## config.mk

```make
export PLATFORM = sky130hd
export DESIGN_NAME = flash_cmd_sequencer_flat
export DESIGN_NICKNAME = d
export VERILOG_FILES = /design/src/rtl/flash_cmd_sequencer_if.sv /design/src/rtl/flash_cmd_sequencer.sv /design/src/flat_wrapper.sv
export SDC_FILE = /design/constraint.sdc
export NUM_CORES = 1
export LEC_CHECK = 0
export CORE_MARGIN = 5
export CORE_UTILIZATION = 40
export DETAILED_ROUTE_END_ITERATION = 8
export GPL_ROUTABILITY_DRIVEN = 0
export HOLD_SLACK_MARGIN = 0.02
export PLACE_DENSITY_LB_ADDON = 0.08
export SYNTH_ARGS = -nofsm -noshare
export SYNTH_HDL_FRONTEND = slang
export SYNTH_SLANG_ARGS = --single-unit
```

## constraint.sdc

```tcl
create_clock -name SCL -period 2.24 [get_ports SCL]
set_input_delay 0.448 -clock SCL [delete_from_list [all_inputs] [get_ports SCL]]
set_output_delay 0.448 -clock SCL [all_outputs]
set_load 0.03 [all_outputs]
```

## src/rtl/flash_cmd_sequencer_if.sv

```systemverilog
`default_nettype none
// ============================================================================
// Module   : flash_cmd_sequencer_if
// Brief    : Host request, target ACK and DataIO control bundle for the
//            flash command sequencer.
// Revision : 1.0
// ============================================================================
interface flash_cmd_sequencer_if;
  logic       Start;
  logic [1:0] Op;
  logic       AckIn;
  logic       Busy;
  logic       Done;
  logic       Error;
  logic       SelData;
  logic       SelAA;
  logic       Sel55;
  logic       SelB0;
  logic       SelC0;
  logic       SelD0;
  logic       SelE0;
  logic       Sel00;
  logic       EnDataOut;
  logic       EnDataIn;
  logic       LoadShift;
  logic       CaptureIn;

  modport master (
    output Start, Op, AckIn,
    input  Busy, Done, Error,
    input  SelData, SelAA, Sel55, SelB0, SelC0, SelD0, SelE0, Sel00,
    input  EnDataOut, EnDataIn, LoadShift, CaptureIn
  );

  modport slave (
    input  Start, Op, AckIn,
    output Busy, Done, Error,
    output SelData, SelAA, Sel55, SelB0, SelC0, SelD0, SelE0, Sel00,
    output EnDataOut, EnDataIn, LoadShift, CaptureIn
  );
endinterface
`default_nettype wire

```

## src/rtl/flash_cmd_sequencer.sv

```systemverilog
`default_nettype none
// ============================================================================
// Module   : flash_cmd_sequencer
// Brief    : Steps through flash unlock/command byte slots, gating DataIO
//            select/enable and shift load/capture, with per-byte ACK checks.
// Revision : 1.0
// ============================================================================
module flash_cmd_sequencer #(
  parameter int BIT_COUNT = 8
) (
  input wire logic            SCL,
  input wire logic            Reset,
  flash_cmd_sequencer_if.slave bus
);

  localparam int c_cntW = $clog2(BIT_COUNT + 1);
  localparam logic [c_cntW-1:0] c_lastBit = c_cntW'(BIT_COUNT - 1);
  localparam logic [c_cntW-1:0] c_recvEnd = c_cntW'(BIT_COUNT);

  localparam logic [1:0] c_opRead    = 2'd0;
  localparam logic [1:0] c_opProgram = 2'd1;
  localparam logic [1:0] c_opErase   = 2'd2;

  // Select vector order: {Data, AA, 55, B0, C0, D0, E0, 00}
  localparam logic [7:0] c_selData = 8'h80;
  localparam logic [7:0] c_selAA   = 8'h40;
  localparam logic [7:0] c_sel55   = 8'h20;
  localparam logic [7:0] c_selB0   = 8'h10;
  localparam logic [7:0] c_selC0   = 8'h08;
  localparam logic [7:0] c_selD0   = 8'h04;
  localparam logic [7:0] c_selE0   = 8'h02;
  localparam logic [7:0] c_sel00   = 8'h01;

  typedef enum logic [2:0] {
    S_IDLE  = 3'd0,
    S_LOAD  = 3'd1,
    S_SHIFT = 3'd2,
    S_ACK   = 3'd3,
    S_RECV  = 3'd4,
    S_DONE  = 3'd5
  } state_t;

  state_t              r_state;
  logic [1:0]          r_op;
  logic [1:0]          r_step;
  logic [c_cntW-1:0]   r_bitCnt;
  logic [7:0]          r_sel;
  logic                r_busy;
  logic                r_done;
  logic                r_error;
  logic                r_enDataOut;
  logic                r_enDataIn;
  logic                r_loadShift;
  logic                r_captureIn;

  function automatic logic [7:0] selFor(input logic [1:0] op, input logic [1:0] step);
    logic [7:0] s;
    case (step)
      2'd0:    s = c_selAA;
      2'd1:    s = c_sel55;
      2'd2: begin
        case (op)
          c_opRead:    s = c_sel00;
          c_opProgram: s = c_selB0;
          c_opErase:   s = c_selC0;
          default:     s = c_selE0;
        endcase
      end
      default: s = (op == c_opProgram) ? c_selData : c_selD0;
    endcase
    return s;
  endfunction

  // READ and SUSPEND send three bytes, PROGRAM and ERASE send four.
  function automatic logic [1:0] lastStep(input logic [1:0] op);
    return (op == c_opProgram || op == c_opErase) ? 2'd3 : 2'd2;
  endfunction

  // Outputs are assigned alongside the transition so they track the new state.
  always_ff @(posedge SCL) begin
    if (Reset) begin
      r_state     <= S_IDLE;
      r_op        <= c_opRead;
      r_step      <= 2'd0;
      r_bitCnt    <= '0;
      r_sel       <= '0;
      r_busy      <= 1'b0;
      r_done      <= 1'b0;
      r_error     <= 1'b0;
      r_enDataOut <= 1'b0;
      r_enDataIn  <= 1'b0;
      r_loadShift <= 1'b0;
      r_captureIn <= 1'b0;
    end else begin
      r_loadShift <= 1'b0;
      r_captureIn <= 1'b0;
      r_done      <= 1'b0;
      case (r_state)
        S_IDLE: begin
          if (bus.Start) begin
            r_state     <= S_LOAD;
            r_op        <= bus.Op;
            r_step      <= 2'd0;
            r_busy      <= 1'b1;
            r_error     <= 1'b0;
            r_sel       <= selFor(bus.Op, 2'd0);
            r_enDataOut <= 1'b1;
            r_loadShift <= 1'b1;
          end
        end
        S_LOAD: begin
          r_state  <= S_SHIFT;
          r_bitCnt <= '0;
        end
        S_SHIFT: begin
          if (r_bitCnt == c_lastBit) begin
            r_state     <= S_ACK;
            r_sel       <= '0;
            r_enDataOut <= 1'b0;
          end else begin
            r_bitCnt <= r_bitCnt + 1'b1;
          end
        end
        S_ACK: begin
          if (bus.AckIn) begin
            r_state <= S_DONE;
            r_error <= 1'b1;
            r_busy  <= 1'b0;
            r_done  <= 1'b1;
          end else if (r_step != lastStep(r_op)) begin
            r_state     <= S_LOAD;
            r_step      <= r_step + 2'd1;
            r_sel       <= selFor(r_op, r_step + 2'd1);
            r_enDataOut <= 1'b1;
            r_loadShift <= 1'b1;
          end else if (r_op == c_opRead) begin
            r_state    <= S_RECV;
            r_bitCnt   <= '0;
            r_enDataIn <= 1'b1;
          end else begin
            r_state <= S_DONE;
            r_busy  <= 1'b0;
            r_done  <= 1'b1;
          end
        end
        S_RECV: begin
          // BIT_COUNT shift cycles followed by one capture cycle.
          if (r_bitCnt == c_recvEnd) begin
            r_state    <= S_DONE;
            r_enDataIn <= 1'b0;
            r_busy     <= 1'b0;
            r_done     <= 1'b1;
          end else begin
            r_bitCnt <= r_bitCnt + 1'b1;
            if (r_bitCnt == c_lastBit) begin
              r_captureIn <= 1'b1;
            end
          end
        end
        S_DONE: begin
          r_state <= S_IDLE;
        end
        default: begin
          r_state <= S_IDLE;
        end
      endcase
    end
  end

  assign bus.Busy      = r_busy;
  assign bus.Done      = r_done;
  assign bus.Error     = r_error;
  assign bus.SelData   = r_sel[7];
  assign bus.SelAA     = r_sel[6];
  assign bus.Sel55     = r_sel[5];
  assign bus.SelB0     = r_sel[4];
  assign bus.SelC0     = r_sel[3];
  assign bus.SelD0     = r_sel[2];
  assign bus.SelE0     = r_sel[1];
  assign bus.Sel00     = r_sel[0];
  assign bus.EnDataOut = r_enDataOut;
  assign bus.EnDataIn  = r_enDataIn;
  assign bus.LoadShift = r_loadShift;
  assign bus.CaptureIn = r_captureIn;

endmodule
`default_nettype wire

```

## src/flat_wrapper.sv

```systemverilog
// flat-port wrapper written by rule: the top's interface ports become plain ports
module flash_cmd_sequencer_flat 
#(
  parameter int BIT_COUNT = 8
)
  (SCL, Reset, bus_Start, bus_Op, bus_AckIn, bus_Busy, bus_Done, bus_Error, bus_SelData, bus_SelAA, bus_Sel55, bus_SelB0, bus_SelC0, bus_SelD0, bus_SelE0, bus_Sel00, bus_EnDataOut, bus_EnDataIn, bus_LoadShift, bus_CaptureIn);
  flash_cmd_sequencer_if bus_i ();
  input wire logic SCL;
  input wire logic Reset;
  input wire logic [$bits(bus_i.Start)-1:0] bus_Start;
  input wire logic [$bits(bus_i.Op)-1:0] bus_Op;
  input wire logic [$bits(bus_i.AckIn)-1:0] bus_AckIn;
  output wire logic [$bits(bus_i.Busy)-1:0] bus_Busy;
  output wire logic [$bits(bus_i.Done)-1:0] bus_Done;
  output wire logic [$bits(bus_i.Error)-1:0] bus_Error;
  output wire logic [$bits(bus_i.SelData)-1:0] bus_SelData;
  output wire logic [$bits(bus_i.SelAA)-1:0] bus_SelAA;
  output wire logic [$bits(bus_i.Sel55)-1:0] bus_Sel55;
  output wire logic [$bits(bus_i.SelB0)-1:0] bus_SelB0;
  output wire logic [$bits(bus_i.SelC0)-1:0] bus_SelC0;
  output wire logic [$bits(bus_i.SelD0)-1:0] bus_SelD0;
  output wire logic [$bits(bus_i.SelE0)-1:0] bus_SelE0;
  output wire logic [$bits(bus_i.Sel00)-1:0] bus_Sel00;
  output wire logic [$bits(bus_i.EnDataOut)-1:0] bus_EnDataOut;
  output wire logic [$bits(bus_i.EnDataIn)-1:0] bus_EnDataIn;
  output wire logic [$bits(bus_i.LoadShift)-1:0] bus_LoadShift;
  output wire logic [$bits(bus_i.CaptureIn)-1:0] bus_CaptureIn;
  assign bus_i.Start = bus_Start;
  assign bus_i.Op = bus_Op;
  assign bus_i.AckIn = bus_AckIn;
  assign bus_Busy = bus_i.Busy;
  assign bus_Done = bus_i.Done;
  assign bus_Error = bus_i.Error;
  assign bus_SelData = bus_i.SelData;
  assign bus_SelAA = bus_i.SelAA;
  assign bus_Sel55 = bus_i.Sel55;
  assign bus_SelB0 = bus_i.SelB0;
  assign bus_SelC0 = bus_i.SelC0;
  assign bus_SelD0 = bus_i.SelD0;
  assign bus_SelE0 = bus_i.SelE0;
  assign bus_Sel00 = bus_i.Sel00;
  assign bus_EnDataOut = bus_i.EnDataOut;
  assign bus_EnDataIn = bus_i.EnDataIn;
  assign bus_LoadShift = bus_i.LoadShift;
  assign bus_CaptureIn = bus_i.CaptureIn;
  flash_cmd_sequencer #(.BIT_COUNT(BIT_COUNT)) u_core (.SCL(SCL), .Reset(Reset), .bus(bus_i));
endmodule
```

After elaboration in Yosys (flattened, before gate mapping)

Index checks and enable logic that the tools add are counted.

Register bits: 26
Input port bits: 6
Output and inout bits: 15
Logic and storage cells: 109

$add $sub $neg: 2
Equality and inequality tests: 23
Mux-type cells: 53
Bitwise operators: 1
Reductions and logical operators: 18

Operator list:

| kind                | count |
|---|---|
| $pmux 8 s3          | 2 |
| $mux 8              | 5 |
| $mux 1              | 23 |
| $mux 4              | 5 |
| $pmux 4 s4          | 1 |
| $mux 3              | 5 |
| $pmux 3 s5          | 1 |
| $pmux 5 s3          | 1 |
| $reduce_and 5->1    | 3 |
| $ne 2x2->1 const B  | 6 |
| $ne 2x1->1 const B  | 4 |
| $pmux 1 s2          | 4 |
| $eq 3x2->1 const B  | 2 |
| $mux 2              | 3 |
| $ne 3x3->1 const B  | 2 |
| $pmux 1 s3          | 2 |
| $reduce_and 3->1    | 2 |
| $reduce_and 6->1    | 1 |
| $reduce_bool 3->1   | 2 |
| $add 4x1->4 const B | 1 |
| $eq 2x1->1 const B  | 2 |
| $eq 2x2->1 const B  | 2 |
| $eq 4x3->1 const B  | 1 |
| $eq 4x4->1 const B  | 1 |
| 14 further kinds    | 16 |

Logic depth before layout (Yosys ltp)

Gate-level depths: netlist of the first run.

Depth in word-level cells: 7
Mapped depth: 7

Worst setup path after synthesis of the first run

Ideal clock, no wire load.

Path kind: register -> register
Start point: register u_core.r_op[0]
End point: register u_core.r_sel[2]
Setup time: 97 ps
Arrival: 1700 ps
Data required time: 2143 ps
Slack: 443 ps
Cell stages (with the launch flop): 8
Period minus slack after synthesis: 1797 ps
Path through: dfxtp_1 > inv_1 > ha_1 > xor2_2 > o211ai_4 > and2_4 > buf_6 > o41ai_4

Cells in the longest elaborated chain, start to end: 6
Elaborated cells on any way between the ends: 12
Classes of those cells: 4 x eq/ne; 6 x mux; 2 x reduce/logical

RTL lines:

| what                                           | line                                                 | source |
|---|---|---|
| start: declaration                             | flash_cmd_sequencer.sv:44                            | `logic [1:0] r_op;` |
| start signal: assignment                       | flash_cmd_sequencer.sv:83                            | `r_op <= c_opRead;` |
| start signal: assignment                       | flash_cmd_sequencer.sv:102                           | `r_op <= bus.Op;` |
| $eq 2x1->1 or $eq 2x2->1 (tied branches)       | flash_cmd_sequencer.sv:69, flash_cmd_sequencer.sv:76 |  |
| $mux 8 or $logic_or 1x1->1 (tied branches)     | flash_cmd_sequencer.sv:69, flash_cmd_sequencer.sv:76 |  |
| $pmux 8 s3 or $mux 1 (tied branches)           | flash_cmd_sequencer.sv:58, flash_cmd_sequencer.sv:76 |  |
| $mux 8 or $ne 2x2->1 (tied branches)           | flash_cmd_sequencer.sv:130                           | `end else if (r_step != lastStep(r_op)) begin` |
| $mux 8 or $ne 2x1->1 (tied branches)           | -                                                    |  |
| $pmux 8 s3 or $reduce_and 5->1 (tied branches) | -                                                    |  |
| end signal: assignment                         | flash_cmd_sequencer.sv:106                           | `r_sel <= selFor(bus.Op, 2'd0);` |
| end signal: assignment                         | flash_cmd_sequencer.sv:133                           | `r_sel <= selFor(r_op, r_step + 2'd1);` |
| end: declaration                               | flash_cmd_sequencer.sv:47                            | `logic [7:0] r_sel;` |

Several ways; a longest one is shown, not always the timed one. The select of a mux whose other input is x is not followed.
A chain may end at the register's enable or synchronous reset.

Final worst setup path of the first run

Start point: register u_core.r_op[0]
End point: register u_core.r_sel[3]

Cells in the longest elaborated chain, start to end: 6
Elaborated cells on any way between the ends: 13
Classes of those cells: 4 x eq/ne; 6 x mux; 3 x reduce/logical

RTL lines:

| what                                           | line |
|---|---|
| $eq 2x2->1, or another cell as far along       | flash_cmd_sequencer.sv:62, flash_cmd_sequencer.sv:76 |
| $pmux 5 s3 or $logic_or 1x1->1 (tied branches) | flash_cmd_sequencer.sv:62, flash_cmd_sequencer.sv:76 |
| $pmux 8 s3 or $mux 1 (tied branches)           | flash_cmd_sequencer.sv:58, flash_cmd_sequencer.sv:76 |
| $mux 8 or $ne 2x2->1 (tied branches)           | flash_cmd_sequencer.sv:130 |
| $mux 8 or $ne 2x1->1 (tied branches)           | - |
| $pmux 8 s3 or $reduce_and 5->1 (tied branches) | - |

Several ways; a longest one is shown, not always the timed one. The select of a mux whose other input is x is not followed.

==> results of run 1 <==
-- layout make-up --
cell class	instances	area (um2)
fillers	352	1700
well taps	46	57.6
inverters	15	56.3
repair buffers	24	230
multi-input cells	109	831
clock buffers	3	22.5
flip-flops and latches	26	520
-- state kept, by name (all words and copies together), names as in the netlist --
name	count
u_core.r_sel	8
u_core.r_bitCnt	4
u_core.r_state	3
u_core.r_op	2
u_core.r_step	2
u_core.bus.Busy	1
u_core.bus.CaptureIn	1
u_core.bus.Done	1
u_core.bus.EnDataIn	1
u_core.bus.EnDataOut	1
u_core.bus.Error	1
u_core.bus.LoadShift	1
-- routing by layer --
layer,vias to the layer above,wire length [um],global-route usage (%)
met5,-,0,0
met3,7,139,2.44
met4,0,55,4.89
li1,598,-,-
met2,29,1340,20.7
met1,543,1530,18.1
-- worst max-delay path, stage by stage (launching register included) --
cell	delay, ps
dfxtp_1	440
inv_1	110
ha_1	360
xor2_2	200
o211ai_4	290
and2_4	300
mux2i_1	200
-- cell usage in the layout (no fill, tap or decap), types with 2 or more instances in the layout --
master	n
dfxtp_1	26
nand2_1	20
clkdlybuf4s50_1	20
inv_1	15
ha_1	12
nor2_1	7
a21oi_1	7
nor3_1	7
mux2i_1	6
nand3_1	5
nand3b_1	4
a211oi_1	4
buf_4	4
xnor2_1	3
o21a_1	3
nor2b_1	3
a32oi_1	3
nand4_1	3
clkbuf_4	3
a32o_1	2
o2111ai_1	2
o41ai_4	2
-- metrics by stage --
step | cell area [um2] | power, uW | hold slack [ps]
floorplan | 1450 | 952 | 490
global placement | 1700 | 1070 | 444
detailed placement | 1700 | 1080 | 452
CTS | 1720 | 1280 | 475
global route | 1720 | 1350 | 503
finish | 1720 | 1260 | 466
-- final timing paths --
check,slack (ps),end,startpoint,cells past startpoint
worst max-delay path,290,u_core.r_sel[3],u_core.r_op[0],6
worst min-delay path,470,u_core.bus.EnDataOut,u_core.bus.EnDataOut,2
worst max register to register,290,u_core.r_sel[3],u_core.r_op[0],6
worst min register to register,470,u_core.bus.EnDataOut,u_core.bus.EnDataOut,2
-- power groups by stage --
stage,registers [uW],clock network [uW],logic [uW]
CTS,570,209,497
global placement,578,0,488
finish,572,199,493
global route,580,226,545
detailed placement,581,0,495
floorplan,601,0,351
-- logic make-up after synthesis --
logic type / Yosys count
compound gates: 31
xor+xnor: 4
fa+ha+maj: 12
buf+inv: 22
flops: 26
mux: 7
simple gates: 55
==> results by group, run 1 <==
Run status
  • Run status: finished clean

Yosys
  • #FFs+latches synth: 26
  • Mapped Cells: 157
  • Ys async rst share: 0%
  • Multiplexer area fraction after synthesis: ~5%
  • Syn nets: ~180
  • Synth Area in Compound Gates: 19.8%
  • Dominant cell type by area after synthesis: dfxtp_1
  • Area share of fa/ha/maj cells after synthesis: 10.4%
  • Synth Warn #: 0
  • Synthesized cell area: 1450 um2
  • Top-area cell type share of the netlist area: a little over a third
  • Top-count cell post-synth: dfxtp_1
  • Xor-xnor portion of the synthesized cell area: 2.94%
  • Largest family of logic cells by synthesized area: compound AO/OA/AOI/OAI gates
  • Post-Synth Simple-Gate Area: 19.4%
  • Seq/Total Area, Yosys: 36.0%
  • Yosys cell types: 40
  • Most frequent cells after synthesis: dfxtp_1, nand2_1, inv_1
  • Mean Syn Cell Area: 9.22 um2
  • Top_reg_cell synth: dfxtp_1
  • Post-synth EDFFs: 0
  • Largest cells by area after synthesis: dfxtp_1, ha_1, nand2_1

Timing
  • RSZ-0062 raised after global routing: false
  • Setup ws final: 294 ps
  • Final Setup Violations: 0
  • Worst Skew: 6.00 ps
  • Tmin final: 1950 ps
  • Final hold vios: 0
  • Final setup TNS: 0 ps
  • Final period utilization: 86.9%
  • Slew @ Worst Pin: ~410 ps
  • Relative slew slack: about 72%
  • Fmax: 514 MHz
  • Final Max Slew Viols: 0

Routing
  • Detailed Route WL: 3070 um
  • First-pass DRT Iterations: 4
  • Remaining antenna violation count: 0
  • Vias: around 1200
  • # DRC: 0
  • Wire per inst: around 14 um
  • DRT iter0 DRCs: 43
  • Via density per instance: 5.28

CTS
  • CTS H-tree lvls: 1
  • Postcts setup bufs: 0
  • Clk_lat worst skew: 320 ps
  • Clock slew at reported path FFs: 140 ps
  • PostCTS Resize Cnt: 0
  • Clk sinks: 26
  • Clock Tree Root: clkbuf_4
  • Hold_buf cts: 0
  • CTS buffer count: 3
  • Bufs on Longest Clock Path: 2
  • CTS tree: built

Floorplan
  • Die area: 4920 um2
  • Rows: 21
  • Die X: 70.2 um
  • Core area: 3420 um2
  • Die height: 70.2 um
  • Initial Utilization: 42.4%
  • Top-level port count: 21

Global routing
  • GRT overflow: 0
  • First-pass GRT wire length: roughly 5400 um
  • Initial antenna violation count: 0
  • Largest net degree at the start of global routing: 14
  • All-Layer GR Usage: 13.2%
  • Vias in the first global route: 1173

Power and ir drop
  • Worst vdd ir: approximately 0.29 mV
  • Clock power frac: 15.7%
  • P_leak: 0.000685 uW
  • Switching part of the total: 38.4%
  • Pwr/cell area: 736 nW/um2
  • Sw power: 485 uW
  • Combinational Power Share: 39.0%
  • Seq pwr share: 45.3%
  • Int Power: 779 uW

Critical path
  • Critical Path Source Type: flip-flop
  • Worst Path Arrival: 2200 ps
  • CP Data Required Time: 2500 ps
  • Crit Path Max Fanout: 8
  • Kind of critical path: reg2reg
  • Crit. End Element: flip-flop

Cells and area
  • Nets: slightly below 200
  • P&R area growth vs syn: 18.7%
  • Final Non-Filler Cells: 223
  • Layout cells sized above 1: about 8.5%
  • Core Util, Final: 50.3%
  • Ant diodes: 0

Min path
  • Worst Hold Class: reg2reg

Placement
  • Placed Cells: between 200 and 250
  • Hpwl dp: approximately 2400 um
  • Place WS: around 270 ps
  • IO buf count: 20

Flow run
  • Max-cap violations: 0
Note: power is estimated with default switching activity, not from simulation.
==> run 2: changes to the inputs <==
SETUP_SLACK_MARGIN = 0.3   (was not set)
==> run 2 against run 1 <==
Routed wire length is 0.29% higher; power increased by 0.96%; first-iteration DRC count down 16%; clock skew decreased by 0.87 ps; fmax grew 6.5%; critical path depth unchanged; non-clock buffer count is 2 higher; critical endpoint is now u_core.r_bitCnt[0]; largest cell class unchanged.
==> results by group, run 2 (same netlist as run 1, synthesis figures left out) <==
Critical path
  • Reg2Reg Depth: 6
  • Crit. End Element: flip-flop
  • Worst Path Arrival: around 2100 ps
  • CP Data Required Time: ~2500 ps
  • Worst path slowest cell: dfxtp_2
  • CP startpoint: u_core.r_op[0]
  • R2r setup slk: about 410 ps
  • CP Depth: 6
  • Worst r2r src: u_core.r_op[0]
  • CP Cell Sequence: inv_1 > ha_1 > xor2_2 > o21a_1 > o211a_1 > mux2_2
  • Max incr delay on CP: 400 ps
  • Critical Path Source Type: flip-flop
  • End of the worst register-to-register path: u_core.r_bitCnt[0]
  • Crit Path Max Fanout: 5
  • Worst Path Buf+Inv: 1
  • Cell family with most CP delay: compound AO/OA/AOI/OAI gates
  • Kind of critical path: reg2reg
  • End point of the critical path: u_core.r_bitCnt[0]

Cells and area
  • Ant diodes: 0
  • Largest regs: u_core.r_sel (8), u_core.r_bitCnt (4), u_core.r_state (3)
  • Max FFs per register: 8
  • Layout cells sized above 1: 10.6%
  • Nets: 199
  • Fin area: roughly 1700 um2
  • Commonest non-fill, non-tap cells in the layout: dfxtp_1, nand2_1, clkdlybuf4s50_1
  • Reg with most FFs: u_core.r_sel
  • Commonest non-fill, non-tap cell in the layout: dfxtp_1
  • P&R area growth vs syn: 19.9%

Timing
  • Final hold vios: 0
  • Final period utilization: between 80% and 90%
  • Relative slew slack: 73.1%
  • Slew @ Worst Pin: 401 ps
  • Final Setup Violations: 0
  • Final Max Slew Viols: 0
  • Final setup TNS: 0 ps
  • Fmax: about 550 MHz
  • Worst Skew: ~5 ps
  • Tmin final: 1830 ps
  • Final hold slack: 466 ps
  • RSZ-0062 raised after global routing: false

Floorplan
  • Die height: between 70 and 80 um
  • Die X: 70.2 um
  • Rows: 21
  • Die area: 4920 um2
  • Core area: 3420 um2
  • Top-level port count: 21
  • Initial Utilization: 42.4%

Placement
  • Placed cell area: 1700 um2
  • IO buf count: 20
  • Hpwl dp: 2410 um

Global routing
  • GRT overflow: 0
  • All-Layer GR Usage: 13.3%
  • Initial antenna violation count: 0
  • Largest net degree at the start of global routing: 14
  • Vias in the first global route: 1173
  • First-pass GRT wire length: 5420 um

Flow run
  • Max-cap violations: 0

Routing
  • # DRC: 0
  • Vias: 1195
  • Wire per inst: around 14 um
  • Via density per instance: 5.31
  • Remaining antenna violation count: 0
  • Detailed Route WL: slightly above 3000 um
  • DRT iter0 DRCs: 36
  • First-pass DRT Iterations: 4

Power and ir drop
  • Overall Power: approximately 1300 uW
  • Pwr/cell area: 735 nW/um2
  • Worst vdd ir: 0.284 mV
  • P_leak: 0.000695 uW

CTS
  • CTS H-tree lvls: 1
  • Clock slew at reported path FFs: 140 ps
  • Hold_buf cts: 0
  • Clock Tree Root: clkbuf_4
  • CTS tree: built
  • Clk_lat worst skew: between 300 and 400 ps
  • CTS buffer count: 3
  • Bufs on Longest Clock Path: 2
  • Clk sinks: 26

Min path
  • Worst Hold Class: reg2reg

Run status
  • Run status: finished clean
run 2: final cells by class:
class | instances | area [um2]
Timing Repair Buffer | 26 | 245
Clock buffer | 3 | 22.5
Multi-Input combinational cell | 109 | 831
Sequential cell | 26 | 523
Fill cell | 347 | 1680
Inverter | 15 | 56.3
Tap cell | 46 | 57.6
run 2: per-layer routing:
| metal | track usage [%] | up-vias | part of all wire, % |
|---|---|---|---|
| met5 | 0 | - | 0 |
| met4 | 4.89 | 0 | 1.8 |
| met3 | 2.44 | 7 | 5.4 |
| met2 | 20.7 | 38 | 44 |
| met1 | 18.2 | 552 | 49 |
| li1 | - | 598 | - |
run 2: where the power goes:
part / internal [uW] / switching [uW] / total [uW]
Sequential: 515 / 57.5 / 572
Combinational: 211 / 293 / 504
Clock: 63.1 / 137 / 200
Total: 789 / 487 / 1280
run 2: worst min-delay path by stage:
stage,from,cells after the start,end
floorplan,u_core.r_bitCnt[1],1,u_core.r_bitCnt[1]
global placement,u_core.bus.EnDataOut,2,u_core.bus.EnDataOut
detailed placement,u_core.r_sel[6],2,u_core.r_sel[6]
CTS,u_core.r_sel[6],2,u_core.r_sel[6]
global route,u_core.bus.EnDataOut,2,u_core.bus.EnDataOut
finish,u_core.bus.EnDataOut,2,u_core.bus.EnDataOut
run 2: worst reg2reg max path: stages (launching register included):
cell	delay, ps
dfxtp_2	400
inv_1	90
ha_1	350
xor2_2	200
o21a_1	230
o211a_1	220
mux2_2	260
run 2: timing repair:
action,in CTS,in global routing
setup buffers,1,1
pin swaps,1,1
setup endpoints to repair,4,12
resized for setup,0,2
run 2: stage by stage:
step	setup slack, ps	utilization [%]	cells
finish	412	50.8	225
floorplan	443	-	157
global route	329	50.8	225
CTS	300	50.5	224
global placement	298	49.6	220
detailed placement	273	49.6	220
==> run 3: changes to the inputs <==
clock period = 1.6 ns   (was 2.24 ns; I/O delays follow)
==> run 3 against run 2 <==
The flow now finishes with violations (setup timing); worst hold slack better by 2.9 ps; sequential power is 41% higher; register-to-register slack worse by 440 ps; sequential share of layout area shrank 3.7 points; core utilization is 7.6 points higher; global-route usage is 0.93 points higher; clock skew down 1.2 ps; final cell count up 8.4%; non-clock buffer count is 18 higher; power is 75% higher; combinational power grew 92%; critical path depth stayed put.
==> results by group, run 3 (same netlist as run 1, synthesis figures left out) <==
Critical path
  • Worst path slowest cell: dfxtp_2
  • Worst Path Buf+Inv: 1
  • CP startpoint: u_core.r_op[1]
  • CP Cell Sequence: inv_4 > ha_4 > xor2_4 > o21a_1 > o211a_1 > mux2_4
  • CP Data Required Time: 1840 ps
  • Worst Path Arrival: 1870 ps
  • Kind of critical path: reg2reg
  • Crit. End Element: flip-flop
  • End of the worst register-to-register path: u_core.r_bitCnt[0]
  • Critical Path Source Type: flip-flop
  • Crit Path Max Fanout: 3
  • R2r setup slk: -30 ps
  • Reg2Reg Depth: 6
  • Worst r2r src: u_core.r_op[1]
  • Cell family with most CP delay: compound AO/OA/AOI/OAI gates
  • Max incr delay on CP: 380 ps

CTS
  • Hold_buf cts: 0
  • Clk sinks: 26
  • CTS H-tree lvls: 1
  • Clock Tree Root: clkbuf_4
  • CTS tree: built
  • CTS buffer count: 3
  • Clk_lat worst skew: 330 ps
  • Bufs on Longest Clock Path: 2
  • Clock slew at reported path FFs: 150 ps

Timing
  • RSZ-0062 raised after global routing: true
  • Final Max Slew Viols: 0
  • Fmax: 612 MHz
  • Tmin final: 1630 ps
  • Slew @ Worst Pin: 346 ps
  • Worst Skew: 3.97 ps
  • Final setup TNS: -38.3 ps
  • Final hold vios: 0
  • Final Setup Violations: 2
  • Final hold slack: 469 ps
  • Relative slew slack: between 70% and 80%
  • Final period utilization: 102%
  • Setup ws final: -32.7 ps

Floorplan
  • Top-level port count: 21
  • Rows: 21
  • Die X: 70.2 um
  • Die area: 4920 um2
  • Initial Utilization: 42.4%
  • Die height: 70.2 um
  • Core area: 3420 um2

Global routing
  • First-pass GRT wire length: 5750 um
  • Largest net degree at the start of global routing: 16
  • All-Layer GR Usage: 14.2%
  • Vias in the first global route: 1293
  • GRT overflow: 0
  • Initial antenna violation count: 0

Cells and area
  • Nets: 217
  • Ant diodes: 0
  • Largest regs: u_core.r_sel (8), u_core.r_bitCnt (4), u_core.r_state (3)
  • Commonest non-fill, non-tap cells in the layout: nand2_1, buf_4, dfxtp_1
  • P&R area growth vs syn: 37.9%
  • Reg with most FFs: u_core.r_sel
  • Max FFs per register: 8
  • Layout cells sized above 1: 37.9%

Min path
  • Worst Hold Class: reg2reg
  • Hold Crit Depth: 2
  • Worst Hold Path EP: u_core.bus.Error
  • HP Start: u_core.bus.Error

Routing
  • Via density per instance: 5.27
  • # DRC: 0
  • Remaining antenna violation count: 0
  • Detailed Route WL: between 3000 and 4000 um
  • DRT iter0 DRCs: 67
  • Vias: approximately 1300
  • Wire per inst: 14.1 um
  • First-pass DRT Iterations: 4

Power and ir drop
  • Switching part of the total: around 36%
  • Seq pwr share: 36.1%
  • Worst vdd ir: 0.530 mV
  • Combinational Power Share: 43.4%
  • Int Power: 1430 uW
  • Clock power frac: about a fifth
  • Sw power: roughly 810 uW
  • Pwr/cell area: 1120 nW/um2
  • P_leak: 0.000850 uW

Placement
  • IO buf count: 20
  • Hpwl dp: 2550 um

Flow run
  • Max-cap violations: 0

Run status
  • Run status: complete, but fails checks
  • Failing checks: setup timing
==> run 3: cell types whose count changed in the layout (fill, tap and decap cells not counted), sizes merged <==
cell           delta
buf              +31
clkdlybuf4s15     +2
bufinv            +1
clkdlybuf4s50    -15
==> run 3: layer usage <==
metal | vias up | track usage [%] | part of all wire (%) | wire length [um]
li1 | 640 | - | - | -
met1 | 611 | 18.1 | 46 | 1590
met2 | 32 | 23.8 | 48 | 1660
met3 | 2 | 2.58 | 4.9 | 169
met4 | 0 | 5.11 | 0.61 | 21
met5 | - | 0 | 0 | 0
==> run 3: worst max-delay path by stage <==
stage                         endpoint  depth (start not counted)
CTS                 u_core.r_bitCnt[0]                          6
finish              u_core.r_bitCnt[0]                          6
floorplan              u_core.r_sel[0]                          7
global placement    u_core.r_bitCnt[0]                          5
global route           u_core.r_sel[4]                          5
detailed placement  u_core.r_bitCnt[0]                          5
==> run 3: area by class of cell <==
type	count	area, um2
fill	308	1420
multi-input combinational	109	957
sequential	26	528
timing repair buffer	44	342
inverter	15	58.8
tap	46	57.6
clock inverter	1	30.0
clock buffer	3	22.5
==> run 3: power by group through the flow <==
| stage | registers, uW | clock network [uW] | logic [uW] |
|---|---|---|---|
| floorplan | 847 | 0 | 531 |
| global placement | 803 | 0 | 817 |
| detailed placement | 808 | 0 | 824 |
| CTS | 801 | 477 | 915 |
| global route | 817 | 497 | 1050 |
| finish | 806 | 461 | 970 |
==> run 3: worst min-delay path: stages (launching register included) <==
cell	delay, ps
dfxtp_1	340
nand2_1	50
a21oi_1	50
==> run 3: per-stage QoR <==
stage          area, um2  setup WS (ps)  std cells  util (%)  total power, uW
3_5_place_dp        1850           -155        234      54.1             1630
6_report            2000          -32.7        244      58.4             2240
2_1_floorplan       1490          -17.1        157         -             1380
3_3_place_gp        1850           -144        234      54.1             1620
5_1_grt             2000          -66.9        244      58.4             2370
4_1_cts             1940          -35.2        242      56.7             2190
==> run 3: timing repair <==
item,CTS,global route
buffers inserted,4,2
resized for setup,86,10
setup endpoints to repair,38,24
gates cloned,0,0
pin swaps,12,6
endpoints found under the hold margin,0,0
